## src/rtl/rv32e_rf_ctrl_if.sv

```systemverilog
// Debug access bus between an external debug host and the RV32E register-file controller.
// Latency: none (signal bundle only).
// Backpressure: dbg_req is a level held by the host until the one-cycle dbg_ack pulse.
// Ports: master = debug host (drives req/wr/addr/wdata), slave = controller (drives ack/rdata).
interface rv32e_rf_ctrl_if;
    logic        dbg_req;
    logic        dbg_wr;
    logic [3:0]  dbg_addr;
    logic [31:0] dbg_wdata;
    logic        dbg_ack;
    logic [31:0] dbg_rdata;

    modport master (
        output dbg_req, dbg_wr, dbg_addr, dbg_wdata,
        input  dbg_ack, dbg_rdata
    );

    modport slave (
        input  dbg_req, dbg_wr, dbg_addr, dbg_wdata,
        output dbg_ack, dbg_rdata
    );
endinterface

```

## src/rtl/rv32e_rf_ctrl.sv

```systemverilog
// Arbitrates the RV32E register-file write/read-1 ports between core writeback, debug access and a bulk clear.
// Latency: debug access acks 2 cycles after grant (DBG, ACK); clear runs exactly 15 cycles.
// Backpressure: core_stall holds the core during CLEAR/DBG; a waiting debug request forces a grant after STARVE_LIMIT blocked cycles.
// Ports: clk/rst_n; dbg (slave modport of rv32e_rf_ctrl_if); core_* writeback + rs1 address in, core_stall out;
//        clr_start in / clr_busy out; rf_* write port and rs1 read port towards the register file.
module rv32e_rf_ctrl #(
    parameter int unsigned STARVE_LIMIT = 8
) (
    input  logic                 clk,
    input  logic                 rst_n,
    rv32e_rf_ctrl_if.slave       dbg,
    input  logic                 core_we_i,
    input  logic [3:0]           core_waddr_i,
    input  logic [31:0]          core_wdata_i,
    input  logic [3:0]           core_rs1_addr_i,
    output logic                 core_stall_o,
    input  logic                 clr_start_i,
    output logic                 clr_busy_o,
    output logic                 rf_we_o,
    output logic [3:0]           rf_waddr_o,
    output logic [31:0]          rf_wdata_o,
    output logic [3:0]           rf_rs1_addr_o,
    input  logic [31:0]          rf_rs1_data_i
);

    typedef enum logic [1:0] {
        ST_IDLE  = 2'd0,
        ST_CLEAR = 2'd1,
        ST_DBG   = 2'd2,
        ST_ACK   = 2'd3
    } state_e;

    localparam logic [3:0] LIMIT = 4'(STARVE_LIMIT);

    state_e      state_q;
    logic [3:0]  clr_cnt_q;
    logic [3:0]  starve_cnt_q;
    logic        dbg_ack_q;
    logic [31:0] dbg_rdata_q;
    logic        clr_busy_q;

    // Debug wins the port either when the core is not writing this cycle
    // or when it has already been held off for STARVE_LIMIT cycles.
    logic dbg_grant;
    assign dbg_grant = dbg.dbg_req && (!core_we_i || (starve_cnt_q == LIMIT));

    always_ff @(posedge clk or negedge rst_n) begin
        if (!rst_n) begin
            state_q      <= ST_IDLE;
            clr_cnt_q    <= 4'd0;
            starve_cnt_q <= 4'd0;
            dbg_ack_q    <= 1'b0;
            dbg_rdata_q  <= 32'd0;
            clr_busy_q   <= 1'b0;
        end else begin
            dbg_ack_q <= 1'b0;
            // A withdrawn request forgets any accumulated waiting time.
            if (!dbg.dbg_req) begin
                starve_cnt_q <= 4'd0;
            end
            case (state_q)
                ST_IDLE: begin
                    if (clr_start_i) begin
                        state_q    <= ST_CLEAR;
                        clr_cnt_q  <= 4'd1;
                        clr_busy_q <= 1'b1;
                    end else if (dbg_grant) begin
                        state_q      <= ST_DBG;
                        starve_cnt_q <= 4'd0;
                    end else if (dbg.dbg_req && core_we_i && (starve_cnt_q != LIMIT)) begin
                        starve_cnt_q <= starve_cnt_q + 4'd1;
                    end
                end
                ST_CLEAR: begin
                    if (clr_cnt_q == 4'd15) begin
                        state_q    <= ST_IDLE;
                        clr_cnt_q  <= 4'd0;
                        clr_busy_q <= 1'b0;
                    end else begin
                        clr_cnt_q <= clr_cnt_q + 4'd1;
                    end
                end
                ST_DBG: begin
                    dbg_rdata_q <= rf_rs1_data_i;
                    dbg_ack_q   <= 1'b1;
                    state_q     <= ST_ACK;
                end
                ST_ACK: begin
                    state_q <= ST_IDLE;
                end
                default: begin
                    state_q <= ST_IDLE;
                end
            endcase
        end
    end

    // Register-file port steering; IDLE and ACK pass the core straight through.
    always_comb begin
        rf_we_o       = core_we_i;
        rf_waddr_o    = core_waddr_i;
        rf_wdata_o    = core_wdata_i;
        rf_rs1_addr_o = core_rs1_addr_i;
        core_stall_o  = 1'b0;
        case (state_q)
            ST_CLEAR: begin
                rf_we_o      = 1'b1;
                rf_waddr_o   = clr_cnt_q;
                rf_wdata_o   = 32'd0;
                core_stall_o = 1'b1;
            end
            ST_DBG: begin
                rf_we_o       = dbg.dbg_wr;
                rf_waddr_o    = dbg.dbg_addr;
                rf_wdata_o    = dbg.dbg_wdata;
                rf_rs1_addr_o = dbg.dbg_addr;
                core_stall_o  = 1'b1;
            end
            default: begin
            end
        endcase
    end

    assign dbg.dbg_ack   = dbg_ack_q;
    assign dbg.dbg_rdata = dbg_rdata_q;
    assign clr_busy_o    = clr_busy_q;

endmodule

```

## src/flat_wrapper.sv

```systemverilog
// flat-port wrapper written by rule: the top's interface ports become plain ports
module rv32e_rf_ctrl_flat 
#(
    parameter int unsigned STARVE_LIMIT = 8
)
  (clk, rst_n, core_we_i, core_waddr_i, core_wdata_i, core_rs1_addr_i, core_stall_o, clr_start_i, clr_busy_o, rf_we_o, rf_waddr_o, rf_wdata_o, rf_rs1_addr_o, rf_rs1_data_i, dbg_dbg_req, dbg_dbg_wr, dbg_dbg_addr, dbg_dbg_wdata, dbg_dbg_ack, dbg_dbg_rdata);
  rv32e_rf_ctrl_if dbg_i ();
  input  logic clk;
  input  logic rst_n;
  input  logic core_we_i;
  input  logic [3:0] core_waddr_i;
  input  logic [31:0] core_wdata_i;
  input  logic [3:0] core_rs1_addr_i;
  output logic core_stall_o;
  input  logic clr_start_i;
  output logic clr_busy_o;
  output logic rf_we_o;
  output logic [3:0] rf_waddr_o;
  output logic [31:0] rf_wdata_o;
  output logic [3:0] rf_rs1_addr_o;
  input  logic [31:0] rf_rs1_data_i;
  input wire logic [$bits(dbg_i.dbg_req)-1:0] dbg_dbg_req;
  input wire logic [$bits(dbg_i.dbg_wr)-1:0] dbg_dbg_wr;
  input wire logic [$bits(dbg_i.dbg_addr)-1:0] dbg_dbg_addr;
  input wire logic [$bits(dbg_i.dbg_wdata)-1:0] dbg_dbg_wdata;
  output wire logic [$bits(dbg_i.dbg_ack)-1:0] dbg_dbg_ack;
  output wire logic [$bits(dbg_i.dbg_rdata)-1:0] dbg_dbg_rdata;
  assign dbg_i.dbg_req = dbg_dbg_req;
  assign dbg_i.dbg_wr = dbg_dbg_wr;
  assign dbg_i.dbg_addr = dbg_dbg_addr;
  assign dbg_i.dbg_wdata = dbg_dbg_wdata;
  assign dbg_dbg_ack = dbg_i.dbg_ack;
  assign dbg_dbg_rdata = dbg_i.dbg_rdata;
  rv32e_rf_ctrl #(.STARVE_LIMIT(STARVE_LIMIT)) u_core (.clk(clk), .rst_n(rst_n), .dbg(dbg_i), .core_we_i(core_we_i), .core_waddr_i(core_waddr_i), .core_wdata_i(core_wdata_i), .core_rs1_addr_i(core_rs1_addr_i), .core_stall_o(core_stall_o), .clr_start_i(clr_start_i), .clr_busy_o(clr_busy_o), .rf_we_o(rf_we_o), .rf_waddr_o(rf_waddr_o), .rf_wdata_o(rf_wdata_o), .rf_rs1_addr_o(rf_rs1_addr_o), .rf_rs1_data_i(rf_rs1_data_i));
endmodule
```

## config.mk

```make
export PLATFORM = sky130hd
export DESIGN_NAME = rv32e_rf_ctrl_flat
export DESIGN_NICKNAME = d
export VERILOG_FILES = /design/src/rtl/rv32e_rf_ctrl_if.sv /design/src/rtl/rv32e_rf_ctrl.sv /design/src/flat_wrapper.sv
export SDC_FILE = /design/constraint.sdc
export NUM_CORES = 1
export LEC_CHECK = 0
export ABC_CLOCK_PERIOD_IN_PS = 3100
export CAP_MARGIN = 15
export CORE_MARGIN = 3
export CORE_UTILIZATION = 36
export CTS_CLUSTER_SIZE = 10
export DETAILED_ROUTE_END_ITERATION = 12
export PLACE_DENSITY = 0.93
export SYNTH_ARGS = -nofsm -noshare
export SYNTH_HDL_FRONTEND = slang
export SYNTH_SLANG_ARGS = --single-unit
export TNS_END_PERCENT = 1
```

## constraint.sdc

```tcl
create_clock -name clk -period 3.1 [get_ports clk]
set_clock_uncertainty 0.05 [all_clocks]
set_input_delay 0.465 -clock clk [delete_from_list [all_inputs] [get_ports clk]]
set_output_delay 0.465 -clock clk [all_outputs]
set_load 0.02 [all_outputs]
```

==> run_results.csv <==
group,metric,value,unit
outcome,status,"finished clean",
synthesis,yosys.area.top_type,"dfrtp_1",
sta,finalSetupViolations,0,
global_route,antenna_found_initial,0,
finish,nets,567,
setup_path,worstSetupEndpointType,"output pin",
floorplan,initial_core_util,0.379,
placement,placed_cell_area,4400,um^2
setup_path,path_class,"flip-flop to output pin",
setup_path,worst-path-max-fanout,50,
drt,vias,2520,
setup_path,start_kind,"flip-flop",
synthesis,synthMuxAreaShare,0.174,
cts,cts_buffers,5,
synthesis,syn_area,2440,um^2
placement,port_buffers,189,
synthesis,synth_compound_area_frac,0.136,
floorplan,io_pins,190,
synthesis,synthCells,261,
placement,placed_cells,517,
floorplan,row_count,29,
global_route,grt_first_pass_wirelength,12.4,mm
power,ir_drop,0.849,mV
finish,finalNonFillerCells,525,
drt,top_layer_used,"met4",
drt,ant_nets,0,
floorplan,core,6460,um^2
cts,postCtsHoldBufs,0,
drt,wirelength,8.54,mm
synthesis,synth_fa_ha_area_frac,0.0307,
sta,hold_viol_final,0,
synthesis,ys_types,29,
drt,met1_length,3.15,mm
drt,route.met3.wl,677,um
sta,worst_slew_pin_slew,0.965,ns
cts,clock-sinks,44,
finish,design_area,4520,um^2
sta,setup_tns,0,ns
finish,antenna_cells,0,
sta,rsz0062_at_grt,"no",
sta,fmax,0.345,GHz
job,max_cap_viol_count,0,
placement,hpwl,6.95,mm
synthesis,postSynthAreaPerCell,9.37,um^2
synthesis,yosys_register_bits,44,
synthesis,yosysSeqAreaShare,0.450,
floorplan,chipHeight,88.4,um
floorplan,die-area,7820,um^2
power,p_leak,1.89,nW
setup_path,cp.required,2.58,ns
cts,cts_buffer_depth,2,
sta,finalWorstPathRequiredPeriod,2.90,ns
cts,clock_latency,0.28,ns
cts,h-tree-depth,2,
drt,dr.pass1.iters,4,
placement,place_ws,0.483,ns
floorplan,fp.dieW,88.4,um
placement,globalplace.congestion,0.845,
global_route,grt_max_degree,51,
sta,relSlewSlack,0.357,
synthesis,syn-num-nets,381,
global_route,grt_overflow,0,
power,power_density,1050,nW/um^2
synthesis,synthTopCellsByArea,"dfrtp_1 (45%), mux2_2 (17%), o21ai_0 (7.2%)",
cts,root_buffer,"clkbuf_8",
global_route,grt_pass1_vias,2554,
finish,areaGrowthSynthToFinish,84.8,%
setup_path,arrival,2.38,ns
drt,viasPerCell,4.80,
synthesis,synthSimpleGateAreaFrac,0.124,
finish,drive_gt1_frac,0.112,
synthesis,synth_top_area_share,0.450,
synthesis,synth_xor_area_frac,0,
synthesis,synth_warnings,0,
sta,min_period_over_period,0.934,
cts,path_clk_slew,0.08,ns
sta,drv_slew,0,
min_path,hold_path_class,"input pin to async pin",
drt,drc,0,
global_route,grt_usage,0.207,
drt,wl_per_cell,16.3,um
drt,drt_iter0_drc,74,
sta,finalWorstSetupSlack,0.204,ns
drt,dr_wl_met2,4.58,mm
cts,cts_tree,"yes",
synthesis,synth_top_family_by_area,"multiplexers",
## per-stage QoR
stage,total power (W),hold WS (ns),util
CTS,0.00476,0.304,0.698
detailed placement,0.00432,0.444,0.681
floorplan,0.00275,0.119,-
finish,0.00474,0.278,0.700
global route,0.00503,0.343,0.700
global placement,0.00423,0.438,0.681
## synthesized netlist by cell type (all sizes together)
cell type	count
mux2	36
mux2i	2
o22ai	1
o21ai	35
a21oi	10
a32o	1
nand3	11
dfrtp	44
a22o	1
nor2b	3
or4b	2
ha	6
and3b	1
a2bb2oi	1
buf	6
inv	39
nor2	6
a21boi	1
nand3b	1
and2	1
a32oi	2
nand4b	2
a22oi	4
nand4	1
nand2b	6
clkbuf	8
nand2	27
a31oi	3
## registers in the layout, summed over array words and instances, names as in the netlist
register / flops
u_core.state_q: 2
u_core.clr_cnt_q: 4
u_core.dbg.dbg_ack: 1
u_core.dbg.dbg_rdata: 32
u_core.clr_busy_o: 1
u_core.starve_cnt_q: 4
## timing repair
action | 4_1_cts | 5_1_grt
setup buffers | 0 | 0
hold endpoints to repair | 0 | 0
endpoints found under the setup margin | 0 | 7
gates resized for setup | 0 | 1
## cell families after synthesis
| kind of cell | count (synthesis) |
|---|---|
| AOI/OAI and AO/OA | 59 |
| adders and majority gates | 6 |
| buffers and inverters | 53 |
| DFF | 44 |
| muxes | 38 |
| and+or+nand+nor | 61 |
## power by group
group / internal (W) / total [W] / switching [W]
combinational: 0.00163 / 0.00333 / 0.00170
sequential: 0.000839 / 0.000986 / 0.000147
clock: 0.000239 / 0.000424 / 0.000185
## cell usage in the layout (no fill, tap or decap), types with 2 or more instances in the layout
master	count
a21oi_1	10
inv_1	39
mux2i_1	2
nand2b_1	5
clkdlybuf4s50_1	188
nor2b_1	3
a32oi_1	2
o21ai_0	35
dfrtp_1	44
nand3_1	11
or4b_1	2
nand4b_1	2
clkbuf_8	5
nor2_1	6
nand2_1	27
mux2_2	36
a31oi_1	3
a22oi_1	4
ha_1	5
buf_4	4
## final cells by class
cell class | instances | area [um^2]
clock buffers | 6 | 72.6
clock inverters | 2 | 35.0
fillers | 490 | 1940
inverters | 39 | 146
multi-input cells | 164 | 1150
flip-flops and latches | 44 | 1100
well taps | 77 | 96.3
repair buffers | 193 | 1920
## worst max-delay path, stage by stage (launching register included)
cell,delay [ns]
dfrtp_1,0.37
inv_1,0.10
ha_1,0.31
buf_4,0.37
nand3_1,0.14
o21ai_0,0.13
clkdlybuf4s50_1,0.67
## metal layers
| layer | vias up | track usage |
|---|---|---|
| li1 | 1245 | - |
| met1 | 1167 | 0.244 |
| met2 | 96 | 0.360 |
| met3 | 12 | 0.0745 |
| met4 | 0 | 0.0495 |
| met5 | - | 0 |
## worst paths after layout
path                                     startpoint                        to  slack (ns)  cells after the start
hold reg to reg            u_core.dbg.dbg_rdata[13]  u_core.dbg.dbg_rdata[13]        0.46                      1
max in group asynchronous                     rst_n  u_core.dbg.dbg_rdata[15]        2.12                      1
min in group clk           u_core.dbg.dbg_rdata[13]  u_core.dbg.dbg_rdata[13]        0.46                      1
setup reg to reg                  u_core.state_q[0]    u_core.starve_cnt_q[3]        1.29                      5
setup / recovery                  u_core.state_q[0]            rf_wdata_o[10]        0.20                      6
hold / removal                                rst_n    u_core.starve_cnt_q[3]        0.28                      1
Note: power is estimated with default switching activity, not from simulation.
